`config.mk`:
```
export PLATFORM = sky130hd
export DESIGN_NAME = turn_controller
export DESIGN_NICKNAME = d
export VERILOG_FILES = /design/src/rtl/chicken_pkg.sv /design/src/rtl/btn_edge.sv /design/src/rtl/turn_controller.sv
export SDC_FILE = /design/constraint.sdc
export NUM_CORES = 1
export LEC_CHECK = 0
export BUFFER_PORTS_ARGS = -buffer_cell sky130_fd_sc_hd__buf_2
export CORE_AREA = 5 5 71 73
export DETAILED_ROUTE_END_ITERATION = 10
export DIE_AREA = 0 0 76 78
export PLACE_DENSITY = 0.82
export SYNTH_ARGS = -nofsm -noshare
export SYNTH_HDL_FRONTEND = slang
export SYNTH_HIERARCHICAL = 1
export SYNTH_SLANG_ARGS = --single-unit
```
`constraint.sdc`:
```
create_clock -name clk -period 2.86 [get_ports clk]
set_input_delay 0.143 -clock clk [delete_from_list [all_inputs] [get_ports clk]]
set_output_delay 0.143 -clock clk [all_outputs]
set_load 0.03 [all_outputs]
```
`src/rtl/chicken_pkg.sv`:
```
// Shared definitions for the Chicken Cha-Cha-Cha board logic.
package chicken_pkg;

    // Turn-controller states; encoding 7 is unused and recovers to IDLE.
    typedef enum logic [2:0] {
        IDLE   = 3'd0,
        PICK   = 3'd1,
        REVEAL = 3'd2,
        MOVE   = 3'd3,
        SETTLE = 3'd4,
        PASS   = 3'd5,
        OVER   = 3'd6
    } state_t;

    // Player index width and upper player bound, shared with the win-check stage.
    localparam int PLAYER_W    = 2;
    localparam int MAX_PLAYERS = 4;

endpackage

```
`src/rtl/btn_edge.sv`:
```
// Front-panel button conditioner: 2-flop synchronizer and rising-edge
// detector. A raw rise shows up as a one-cycle press 3 cycles later.
module btn_edge (
    input  logic clk,
    input  logic rst,
    input  logic btn,
    output logic press
);

    logic sync1_reg;
    logic sync2_reg;
    logic prev_reg;
    logic press_reg;

    // Synchronize the raw button and register a single pulse per rising edge.
    always_ff @(posedge clk or negedge rst) begin
        if (!rst) begin
            sync1_reg <= 1'b0;
            sync2_reg <= 1'b0;
            prev_reg  <= 1'b0;
            press_reg <= 1'b0;
        end else begin
            sync1_reg <= btn;
            sync2_reg <= sync1_reg;
            prev_reg  <= sync2_reg;
            press_reg <= sync2_reg & ~prev_reg;
        end
    end

    assign press = press_reg;

endmodule

```
`src/rtl/turn_controller.sv`:
```
// Game sequencer: turns button presses and the card-match result into the
// turn index T and the move strobe B, and locks the game once a win is seen.
module turn_controller
    import chicken_pkg::*;
#(
    parameter int NUM_PLAYERS   = 4,
    parameter int REVEAL_CYCLES = 50000000,
    parameter int TURN_CNT_W    = 8
) (
    input  logic                  clk,
    input  logic                  rst,
    input  logic                  btn,
    input  logic                  match,
    input  logic                  win,
    output logic [PLAYER_W-1:0]   T,
    output logic                  B,
    output logic                  reveal,
    output logic                  game_over,
    output logic [TURN_CNT_W-1:0] turn_cnt
);

    localparam int TIMER_W = (REVEAL_CYCLES > 1) ? $clog2(REVEAL_CYCLES) : 1;
    localparam logic [TIMER_W-1:0]  TIMER_LOAD = TIMER_W'(REVEAL_CYCLES - 1);
    localparam logic [PLAYER_W-1:0] LAST_PLAYER = PLAYER_W'(NUM_PLAYERS - 1);

    logic press;

    state_t                state_reg,  state_next;
    logic [PLAYER_W-1:0]   t_reg,      t_next;
    logic [TURN_CNT_W-1:0] cnt_reg,    cnt_next;
    logic [TIMER_W-1:0]    timer_reg,  timer_next;
    logic                  match_reg,  match_next;
    logic                  b_reg,      b_next;
    logic                  reveal_reg, reveal_next;
    logic                  over_reg,   over_next;

    btn_edge u_btn_edge (
        .clk   (clk),
        .rst   (rst),
        .btn   (btn),
        .press (press)
    );

    // State, datapath and registered (Moore) outputs.
    always_ff @(posedge clk or negedge rst) begin
        if (!rst) begin
            state_reg  <= IDLE;
            t_reg      <= '0;
            cnt_reg    <= '0;
            timer_reg  <= '0;
            match_reg  <= 1'b0;
            b_reg      <= 1'b0;
            reveal_reg <= 1'b0;
            over_reg   <= 1'b0;
        end else begin
            state_reg  <= state_next;
            t_reg      <= t_next;
            cnt_reg    <= cnt_next;
            timer_reg  <= timer_next;
            match_reg  <= match_next;
            b_reg      <= b_next;
            reveal_reg <= reveal_next;
            over_reg   <= over_next;
        end
    end

    // Next-state logic; outputs are decoded from the next state so they
    // register in the same cycle the state is entered.
    always_comb begin
        state_next = state_reg;
        t_next     = t_reg;
        cnt_next   = cnt_reg;
        timer_next = timer_reg;
        match_next = match_reg;

        case (state_reg)
            IDLE: begin
                // The game-start press only opens the first turn.
                if (press) state_next = PICK;
            end
            PICK: begin
                if (press) begin
                    match_next = match;
                    timer_next = TIMER_LOAD;
                    state_next = REVEAL;
                end
            end
            REVEAL: begin
                if (timer_reg == '0) begin
                    state_next = match_reg ? MOVE : PASS;
                end else begin
                    timer_next = timer_reg - TIMER_W'(1);
                end
            end
            MOVE: begin
                state_next = SETTLE;
            end
            SETTLE: begin
                // Downstream has had a cycle to update W; a correct guess keeps the turn.
                state_next = win ? OVER : PICK;
            end
            PASS: begin
                t_next     = (t_reg == LAST_PLAYER) ? '0 : t_reg + PLAYER_W'(1);
                cnt_next   = (&cnt_reg) ? cnt_reg : cnt_reg + TURN_CNT_W'(1);
                state_next = PICK;
            end
            OVER: begin
                state_next = OVER;
            end
            default: begin
                state_next = IDLE;
            end
        endcase

        b_next      = (state_next == MOVE);
        reveal_next = (state_next == REVEAL);
        over_next   = (state_next == OVER);
    end

    assign T         = t_reg;
    assign B         = b_reg;
    assign reveal    = reveal_reg;
    assign game_over = over_reg;
    assign turn_cnt  = cnt_reg;

endmodule

```
# Yosys cells after proc, flatten, opt, wreduce, memory -nomap -nowiden
# Index checks and enable logic that the tools add are counted.
word_totals:
  input_bits: 5
  output_inout_bits: 13
  ff_bits: 47
classes:
  muxes: 10
  reduce_logical: 7
  n_addsub: 3
  n_eq_ne: 12
  bitwise: 3
ops:
  columns: ["operator", "n"]
  rows:
  - ["$mux 26", 2]
  - ["$pmux 26 s2", 1]
  - ["$logic_not 26->1", 1]
  - ["$sub 26x1->26 const B", 1]
  - ["$pmux 3 s7", 1]
  - ["$mux 3", 5]
  - ["$eq 3x2->1 const B", 4]
  - ["$eq 3x3->1 const B", 4]
  - ["$add 8x1->8 const B", 1]
  - ["$reduce_and 8->1", 1]
  - ["$reduce_and 2->1", 2]
  - ["$eq 3x1->1 const B", 1]
  - ["$logic_not 3->1", 1]
  - ["$reduce_and 3->1", 1]
  - ["$add 2x1->2 const B", 1]
  - ["$eq 2x2->1 const B", 1]
  - ["$mux 2", 1]
  - ["$ne 2x1->1 const B", 1]
  - ["$ne 2x2->1 const B", 1]
  - ["$not 1->1", 2]
  - ["$reduce_bool 2->1", 1]
  - ["$and 1x1->1", 1]

# Longest topological paths before layout
# Gate-level depths: netlist of run 1.
logic_depth:
  ltp_word: 4
  ltp_mapped: 7

# Cells and area by module
# The synthesis of run 1 kept the hierarchy.
modules_own_cells:
  columns: ["mod", "area_per_inst_um2", "cells_each", "instances"]
  rows:
  - ["turn_controller", 2328.5, 242, 1]
  - ["btn_edge", 113.9, 5, 1]

# Worst setup path before layout of run 1
# No wires, ideal clock.
synth_timing:
  path_kind: "register to register"
  start: "reg timer_reg[18]"
  end: "reg state_reg[1]"
  path_stages_with_launch: 8
  t_arrival_ns: 2.200
  period_less_slack_ns: 2.331
  t_required_ns: 2.729
  setup_slack_ns: 0.529
  n_path_buf: 2
  cell_sequence: "dfrtp_1 > or4_4 > or3_1 > buf_6 > o31ai_4 > buf_6 > nand2_4 > or3_1"
synth_between:
  elab_chain_cells: 3
synth_lines:
  columns: ["item", "line_no", "source"]
  rows:
  - ["from (decl)", "turn_controller.sv:31", "logic [TIMER_W-1:0] timer_reg, timer_next;"]
  - ["from (signal assigned)", "turn_controller.sv:59", "timer_reg <= timer_next;"]
  - ["$logic_not 26->1", "turn_controller.sv:89", "if (timer_reg == '0) begin"]
  - ["$mux 3", "turn_controller.sv:89", null]
  - ["$pmux 3 s7", "turn_controller.sv:76", "case (state_reg)"]
  - ["named net state_next[1]", "turn_controller.sv:28", "state_t state_reg, state_next;"]
  - ["to (signal assigned)", "turn_controller.sv:56", "state_reg <= state_next;"]
  - ["to (decl)", "turn_controller.sv:28", null]
# The timed path passes the listed nets, and every way through them passes these cells.
# A chain may end at the register's enable or synchronous reset.

# Final worst setup path of run 1
layout_timing:
  start: "reg timer_reg[18]"
  end: "reg timer_reg[5]"
layout_between:
  elab_chain_cells: 3
layout_lines:
  columns: ["item", "line_no"]
  rows:
  - ["$logic_not 26->1", "turn_controller.sv:89"]
  - ["$ne 2x2->1 (no line)", null]
  - ["$reduce_and 3->1 (no line)", null]
# No other way between the ends.

==> results of run 1 <==
## cell usage after synthesis (6+ instances only)
master	count	area, µm²
nor4_1	7	43.8
nand4_1	10	62.6
or4_1	8	60.1
clkbuf_1	8	30.0
a211oi_1	11	82.6
o211ai_1	6	45.0
nand2_1	22	82.6
nor3_1	13	65.1
nor2_1	25	93.8
dfrtp_1	47	1180
and4_1	9	78.8
o21ai_0	7	35.0
inv_1	8	30.0
## power by group through the flow
stage	clock network, mW	registers (mW)	logic [mW]
floorplan	0	1.07	0.409
global placement	0	1.03	0.637
detailed placement	0	1.04	0.663
CTS	0.409	1.03	0.668
global route	0.444	1.06	0.748
finish	0.401	1.03	0.661
## cell type report
type	count	area (µm²)	area share
well taps	52	65.1	0.0241
inverters	8	30.0	0.0111
repair buffers	26	155	0.0574
clock inverters	2	17.5	0.00648
multi-input cells	180	1190	0.439
flip-flops and latches	47	1180	0.435
clock buffers	6	72.6	0.0268
## routing by layer
metal | wire (µm) | up-vias
met1 | 2290 | 963
met4 | 70 | 0
li1 | - | 971
met3 | 173 | 5
met5 | 0 | -
met2 | 2330 | 28
## critical path: cells and delay by family, from the launching register on
kind                   cells  cell delay, ps
and+or+nand+nor            3            1070
AOI/OAI and AO/OA          2             600
buffers and inverters      1             200
DFF                        1             400
## worst min path at each step
| stage | startpoint | to | slack, ps | cells after the start |
|---|---|---|---|---|
| floorplan | rst | B$_DFF_PN0_ | -150 | 0 |
| global placement | btn | u_btn_edge/sync1_reg$_DFF_PN0_ | 250 | 1 |
| detailed placement | btn | u_btn_edge/sync1_reg$_DFF_PN0_ | 250 | 1 |
| CTS | match | match_reg$_DFFE_PN0P_ | 20 | 3 |
| global route | match | match_reg$_DFFE_PN0P_ | 40 | 3 |
| finish | rst | turn_cnt[7]$_DFFE_PN0P_ | 3 | 1 |
## logic make-up (layout without fill, tap and decap cells)
logic type	Yosys count	in the layout	synth area share
XOR/XNOR	7	7	0.0251
multiplexers	4	4	0.0174
buffers and inverters	20	42	0.0379
adder cells (fa/ha/maj)	4	4	0.0205
flip-flops	47	47	0.482
AND/OR/NAND/NOR	124	124	0.294
AO/OA/AOI/OAI	41	41	0.123
==> results.json, run 1 <==
{
  "cts_root_buf": "clkbuf_8",
  "async_flop_share": 1.00,
  "drtAntennaViolNets": 0,
  "grt_pass1_vias": 2007,
  "core.rowCount": 24,
  "synth_cells": 247,
  "cts_hold_repair.buffers": 1,
  "initial_core_util": 0.569,
  "dp.final_hpwl_um": 3350,
  "grt-busiest-layer": "met2",
  "synth_ff_type": "dfrtp_1",
  "layout_commonest_cell": "dfrtp_1",
  "postSynthRegisterBits": 47,
  "dr.pass1.iters": 4,
  "p_sw_uw": 822,
  "hold_path.class": "in2async",
  "p_leak_nw": 1.16,
  "grt_overflow": 0,
  "cts.sinks": 47,
  "grt_util_met2": 0.311,
  "startpoint": "timer_reg[18]$_DFFE_PN0P_",
  "clkPwrFrac": 0.192,
  "setup_viol": 0,
  "rr_startpoint": "timer_reg[18]$_DFFE_PN0P_",
  "fin_util": 0.630,
  "syn_to_final_growth_pct": 10.8,
  "fin_area_um2": 2710,
  "synth_edf_count": 0,
  "r2r-end": "timer_reg[5]$_DFFE_PN0P_",
  "yosys_warnings": 6,
  "fmax_ghz": 0.416,
  "die_area_um2": 5930,
  "r2r_slack_ps": 460,
  "placed_area_um2": 2610,
  "setup_ws_ps": 456,
  "place_ws_ps": 467,
  "tightest_slew_ps": 1020,
  "tns_ps": 0,
  "critical_path_class": "reg2reg",
  "routed_wirelength_um": 4860,
  "yosys.cell_types.count": 43,
  "drt_iter0_drc": 84,
  "period_share": 0.841,
  "skew_ps": 14.3,
  "diodes": 0,
  "dpl.cell_count": 312,
  "htreeDepth": 2,
  "track_usage": 0.180,
  "nFillCells": 373,
  "final_nets": 277,
  "outcome": "completed",
  "endpoint_kind": "register",
  "crit_fanout": 20,
  "internal_power_mw": 1.27,
  "final_cell_mix": "dfrtp_1 (47), nor2_1 (25), nand2_1 (22)",
  "fp.dieH_um": 78,
  "cts_setup_buffers": 0,
  "layout-drive-gt1-share": 0.152,
  "critPathLaunchType": "register",
  "grt_use_met3": 0.0428,
  "largest_register_ffs": 26,
  "clock_path_buffers": 2,
  "min_period_ps": 2400,
  "clkLatencyLatePin_ps": 310,
  "cts_buffers": 5,
  "comb_power_share": 0.316,
  "rsz0062_at_grt": "false",
  "via_per_inst": 6.13,
  "yosysSeqAreaShare": 0.482,
  "synthesis.nets": 256,
  "grt_pass1_wl_um": 8910,
  "peakVddDrop_mv": 0.456,
  "avgSynthCellArea_um2": 9.89,
  "crit_slowest_cell": "or4_4",
  "cp_slowest_stage_delay_ps": 560,
  "wl_per_cell_um": 15.1,
  "timing.final.hold_violations": 0,
  "p_sw_frac": 0.393,
  "drv_slew": 0,
  "crit_path_end": "timer_reg[5]$_DFFE_PN0P_",
  "die_w_um": 76,
  "finalWeightedCongestion": 0.785,
  "p_per_area_nw_per_um2": 773,
  "max_slew_margin": 0.318,
  "core_region_area_um2": 4290,
  "critPathRequiredTime_ps": 3040,
  "grt_max_degree": 48,
  "clk_pin_slew_worst_paths_ps": 100,
  "final_cells": 321,
  "p_seq_frac": 0.492,
  "drc_errors": 0,
  "cts_tree": "built",
  "hold_ws_ps": 2.75,
  "r2r.worst_path.cells": 6,
  "vias": 1967,
  "syn_area_um2": 2440,
  "ios": 18,
  "p_total_mw": 2.09,
  "cts_resized": 0,
  "crit_chain": "or4_4 -> or3_1 -> o31a_1 -> buf_4 -> a311oi_1 -> nor2_1",
  "numPortBuffers": 17,
  "crit_arrival_ps": 2590,
  "grtUsageMet1": 0.218,
  "antenna_found_initial": 0,
  "max-cap-violations": 0
}
Note: power is estimated with default switching activity, not from simulation.
==> run 2: changes to the inputs <==
- CORE_AREA: 5 5 71 73 -> 5 5 74 76
- DIE_AREA: 0 0 76 78 -> 0 0 79 81
- PLACE_DENSITY: 0.82 -> 0.79
- clock period: 2.86 -> 2.05 ns (I/O delays scaled with it)
==> run 2 against run 1 <==
Against the previous run: the run now ends with negative setup slack left; setup slack worse by 620 ps; clock power up 54%; utilization up 7.6 points; global-route usage up 2.2 points; via count up 15%; largest power group unchanged.
==> results.json, run 2 (synthesis gave the netlist of run 1 again) <==
{
  "cts_buffers": 5,
  "routed_wirelength_um": 6310,
  "endpoint_kind": "register",
  "p_per_area_nw_per_um2": 1060,
  "dr.pass1.iters": 4,
  "crit_chain": "or4_4 -> or3_4 -> o31a_4 -> buf_12 -> a211oi_2 -> nor2_2",
  "fp.dieH_um": 81,
  "core.rowCount": 25,
  "largest_register_ffs": 26,
  "peakVddDrop_mv": 0.655,
  "crit_slowest_cell": "or4_4",
  "crit_arrival_ps": 2410,
  "max_slew_margin": 0.716,
  "min_period_ps": 2210,
  "cts.sinks": 47,
  "max-cap-violations": 0,
  "syn_to_final_growth_pct": 34.6,
  "dpl.cell_count": 344,
  "track_usage": 0.202,
  "p_leak_nw": 1.44,
  "layout_commonest_cell": "dfrtp_1",
  "rsz0062_at_grt": "true",
  "htreeDepth": 2,
  "period_share": 1.08,
  "diodes": 0,
  "final_cell_mix": "dfrtp_1 (46), buf_4 (39), nor2_1 (24)",
  "wl_per_cell_um": 17.3,
  "fin_area_um2": 3290,
  "outcome": "finished with violations",
  "hold_path.class": "in2reg",
  "cp_slowest_stage_delay_ps": 530,
  "vias": 2254,
  "numPortBuffers": 17,
  "via_per_inst": 6.19,
  "cts_tree": "built",
  "dp.final_hpwl_um": 3990,
  "layout-drive-gt1-share": 0.374,
  "critical_path_class": "reg2reg",
  "clkLatencyLatePin_ps": 310,
  "final_nets": 318,
  "die_w_um": 79,
  "critPathRequiredTime_ps": 2250,
  "grt_max_degree": 30,
  "critPathLaunchType": "register",
  "cts_root_buf": "clkbuf_8",
  "grt_pass1_vias": 2195,
  "final_cells": 364,
  "tns_ps": -2380,
  "timing.final.hold_violations": 0,
  "tightest_slew_ps": 421,
  "finalWeightedCongestion": 0.864,
  "die_area_um2": 6400,
  "drv_slew": 0,
  "grt_overflow": 0,
  "skew_ps": 7.62,
  "setup_ws_ps": -165,
  "clock_path_buffers": 2,
  "initial_core_util": 0.524,
  "grt_pass1_wl_um": 10300,
  "drtAntennaViolNets": 0,
  "antenna_found_initial": 0,
  "setup_viol": 27,
  "core_region_area_um2": 4660,
  "placed_area_um2": 2910,
  "fmax_ghz": 0.452,
  "ios": 18,
  "crit_fanout": 6,
  "drc_errors": 0,
  "drt_iter0_drc": 190,
  "failed_checks": "negative setup slack",
  "clk_pin_slew_worst_paths_ps": 100,
  "place_ws_ps": -246
}
==> run 2: per-stage QoR <==
stage,hold WS (ps),power [mW],util
2_1_floorplan,-193,2.17,-
3_3_place_gp,53.9,2.56,0.624
3_5_place_dp,61.9,2.61,0.624
4_1_cts,87.7,3.28,0.667
5_1_grt,98.5,3.69,0.706
6_report,88.0,3.50,0.706
==> run 2: critical path: cells and delay by family (launching register included) <==
kind                   cells  cell delay, ps
buffers and inverters      1             150
AOI/OAI and AO/OA          2             570
and+or+nand+nor            3             980
DFF                        1             390
==> run 2: worst paths after layout <==
check	startpoint	endpoint	slack [ps]	cells past startpoint
min in group asynchronous	rst	turn_cnt[5]$_DFFE_PN0P_	240	2
worst min register to register	u_btn_edge/sync1_reg$_DFF_PN0_	u_btn_edge/sync2_reg$_DFF_PN0_	360	0
max in group asynchronous	rst	timer_reg[16]$_DFFE_PN0P_	1090	3
worst max register to register	timer_reg[18]$_DFFE_PN0P_	timer_reg[6]$_DFFE_PN0P_	-160	6
worst min-delay path	win	game_over$_DFF_PN0_	90	3
worst max-delay path	timer_reg[18]$_DFFE_PN0P_	timer_reg[6]$_DFFE_PN0P_	-160	6
==> run 2: timing repair <==
action	4_1_cts	5_1_grt
hold buffers	3	0
setup endpoints to repair	27	29
pin swaps	2	13
endpoints found under the hold margin	20	0
gates resized for setup	12	23
buffers inserted	2	3
cloned	0	4
==> run 2: routing by layer <==
layer,vias to the layer above,GRT usage,share of wire
met5,-,0,0
li1,1051,-,-
met1,1124,0.251,0.42
met3,12,0.0244,0.053
met2,67,0.362,0.51
met4,0,0.0739,0.018
==> run 2: layout make-up <==
class,count,area [µm²]
clock buffer,5,68.8
clock inverter,3,27.5
fill,303,1370
inverter,8,30.0
multi-input combinational,180,1380
sequential,47,1180
tap,54,67.6
timing repair buffer,67,534
==> run 2: report_power, final <==
part / internal (mW) / leakage [nW] / switching [mW]
Combinational: 0.672 / 0.834 / 0.757
Sequential: 1.16 / 0.560 / 0.290
Clock: 0.253 / 0.0467 / 0.363
Total: 2.09 / 1.44 / 1.41
==> run 3: changes to the inputs <==
- ABC_AREA: default -> 1
- CORE_AREA: 5 5 74 76 -> 5 5 78 80
- DIE_AREA: 0 0 79 81 -> 0 0 83 85
- PLACE_DENSITY: 0.79 -> 0.81
==> run 3 against run 2 <==
Against the previous run: the run now ends clean; sequential power is 8% higher; area after synthesis is 16% higher; design area decreased by 5.9%; power is 13% higher; count of clock-buffer cells in the layout is the same; setup slack better by 410 ps; critical path depth rose by 3; combinational power is 25% higher; non-clock buffer count fell by 43; global-route usage down 1.6 points; clock skew increased by 2.4 ps; critical path type unchanged; highest routed layer unchanged.
==> results.json, run 3 <==
{
  "yosys.cell_types.count": 29,
  "synth_top_area_share": 0.414,
  "cts_root_buf": "clkbuf_8",
  "fin_util": 0.580,
  "final_nets": 403,
  "internal_power_mw": 2.06,
  "fmax_ghz": 0.553,
  "critical_path_class": "reg2reg",
  "htreeDepth": 2,
  "tns_ps": 0,
  "p_sw_mw": 1.89,
  "met2_length_um": 3080,
  "wl_per_cell_um": 13.3,
  "synth_cells": 372,
  "p_sw_frac": 0.478,
  "tightest_slew_ps": 592,
  "grt_pass1_wl_um": 10900,
  "drv_slew": 0,
  "initial_core_util": 0.532,
  "antenna_found_initial": 0,
  "finalWeightedCongestion": 0.982,
  "clkLatencyLatePin_ps": 310,
  "synth_top_area_cell": "dfrtp_1",
  "setup_viol": 0,
  "fin_area_um2": 3100,
  "synth_ff_type": "dfrtp_1",
  "max-cap-violations": 0,
  "hold_start": "match",
  "postSynthRegisterBits": 47,
  "r2r_slack_ps": 240,
  "min_period_ps": 1810,
  "synth_most_common_cell": "nand2_1",
  "hold_ws_ps": 51.1,
  "core_region_area_um2": 5340,
  "critPathLaunchType": "register",
  "drc_errors": 0,
  "yosys_warnings": 6,
  "timing.final.hold_violations": 0,
  "multi_input_area_um2": 1460,
  "period_share": 0.882,
  "cts.sinks": 47,
  "syn_area_um2": 2840,
  "clk_pin_slew_worst_paths_ps": 100,
  "numPortBuffers": 17,
  "dr.pass1.iters": 4,
  "dp.final_hpwl_um": 4540,
  "max_slew_margin": 0.606,
  "dpl.cell_count": 457,
  "p_per_area_nw_per_um2": 1280,
  "wl_met3_um": 228,
  "rr_startpoint": "timer_reg[0]$_DFFE_PN0P_",
  "outcome": "completed",
  "grt_max_degree": 35,
  "vias": 2471,
  "cp_slowest_stage_delay_ps": 400,
  "setup_ws_ps": 242,
  "highest_layer": "met4",
  "core.rowCount": 27,
  "layout-drive-gt1-share": 0.180,
  "synthesis.nets": 381,
  "startpoint": "timer_reg[0]$_DFFE_PN0P_",
  "track_usage": 0.186,
  "hold_path.class": "in2reg",
  "place_ws_ps": 283,
  "endpoint_kind": "register",
  "crit_slowest_cell": "dfrtp_1",
  "async_flop_share": 1.00,
  "critPathRequiredTime_ps": 2230,
  "p_total_mw": 3.95,
  "final_cells": 467,
  "avgSynthCellArea_um2": 7.63,
  "rsz0062_at_grt": "false",
  "diodes": 0,
  "nFillCells": 492,
  "final_cell_mix": "nand2_1 (107), nand3_1 (56), dfrtp_1 (47)",
  "skew_ps": 10.1,
  "comb_power_share": 0.453,
  "layout_commonest_cell": "nand2_1",
  "grt_pass1_vias": 2407,
  "synth_edf_count": 0,
  "clkPwrFrac": 0.152,
  "crit_fanout": 6,
  "largest_register_ffs": 26,
  "drt_iter0_drc": 186,
  "crit_arrival_ps": 1990,
  "path_delay_family": "simple AND/OR/NAND/NOR gates",
  "via_per_inst": 5.29,
  "met1_length_um": 2830,
  "routed_wirelength_um": 6230,
  "die_area_um2": 7060,
  "crit_chain": "inv_1 -> ha_1 -> nand2_1 -> nor2_2 -> nand2_1 -> nand2_1 -> nand3_1 -> nand2_2 -> o21ai_2",
  "placed_area_um2": 2980,
  "p_seq_frac": 0.395,
  "drtAntennaViolNets": 0,
  "crit_top_cell": "nand2_1",
  "p_leak_nw": 1.50,
  "synthTopCellsByArea": "dfrtp_1 (41%), nand2_1 (14%), nand3_1 (9.9%), nor2_1 (5.4%), inv_1 (4.0%)",
  "cts_tree": "built",
  "clock_path_buffers": 2,
  "final-seq-area_um2": 1180,
  "syn_to_final_growth_pct": 9.03,
  "cts_buffers": 5,
  "path_buf_inv": 1,
  "synth_common_cells": "nand2_1 (107), nand3_1 (56), dfrtp_1 (47)",
  "peakVddDrop_mv": 0.977,
  "fp.dieH_um": 85,
  "die_w_um": 83,
  "grt_overflow": 0,
  "yosysSeqAreaShare": 0.414,
  "ios": 18
}
[run 3: changes by cell type after synthesis, moves of 8 or more]
cell,change
nor2_2,+11
nor2_1,+16
nor3_1,-11
a211oi_1,-11
o21ai_2,+10
or4_1,-8
inv_1,+22
and4_1,-9
nand3_1,+54
nand2_1,+85
[run 3: final timing paths]
check / endpoint / cells past startpoint
max reg2reg: timer_reg[14]$_DFFE_PN0P_ / 9
max: timer_reg[14]$_DFFE_PN0P_ / 9
min reg2reg: u_btn_edge/sync2_reg$_DFF_PN0_ / 0
min: match_reg$_DFFE_PN0P_ / 3
min in group asynchronous: reveal$_DFF_PN0_ / 2
max in group asynchronous: timer_reg[22]$_DFFE_PN0P_ / 3
[run 3: cells by family after synthesis]
logic type,Yosys count,share of synthesized area
flip-flops,47,0.414
AO/OA/AOI/OAI,20,0.0507
AND/OR/NAND/NOR,242,0.398
adder cells (fa/ha/maj),4,0.0176
buffers and inverters,44,0.0727
XOR/XNOR,15,0.0463
[run 3: cell type report]
cell class / count / share of cell area
clock buffer: 5 / 0.0222
clock inverter: 3 / 0.00889
inverter: 35 / 0.0432
multi-input combinational: 281 / 0.470
sequential: 47 / 0.380
tap: 72 / 0.0291
timing repair buffer: 24 / 0.0461
[run 3: power by group through the flow]
stage	logic, mW	registers, mW	clock network, mW
floorplan	1.37	1.61	0
global placement	1.73	1.56	0
detailed placement	1.78	1.58	0
CTS	1.79	1.56	0.615
global route	2.02	1.61	0.657
finish	1.79	1.56	0.600
[run 3: timing repair]
item,CTS,global route
hold buffers,2,0
hold endpoints to repair,26,0
gates resized for setup,0,0
setup buffers,0,0
[run 3: layer usage]
| layer | vias to the layer above | track usage |
|---|---|---|
| met2 | 57 | 0.325 |
| met1 | 1171 | 0.234 |
| met5 | - | 0 |
| met4 | 0 | 0.0565 |
| met3 | 9 | 0.0340 |
| li1 | 1234 | - |
[run 3: worst reg2reg max path, cell delays in order, from the launching register on]
cell and delay (ps):
dfrtp_1 400, inv_1 170, ha_1 290, nand2_1 190, nor2_2 240, nand2_1 80, nand2_1 70, nand3_1 90
nand2_2 90, o21ai_2 60
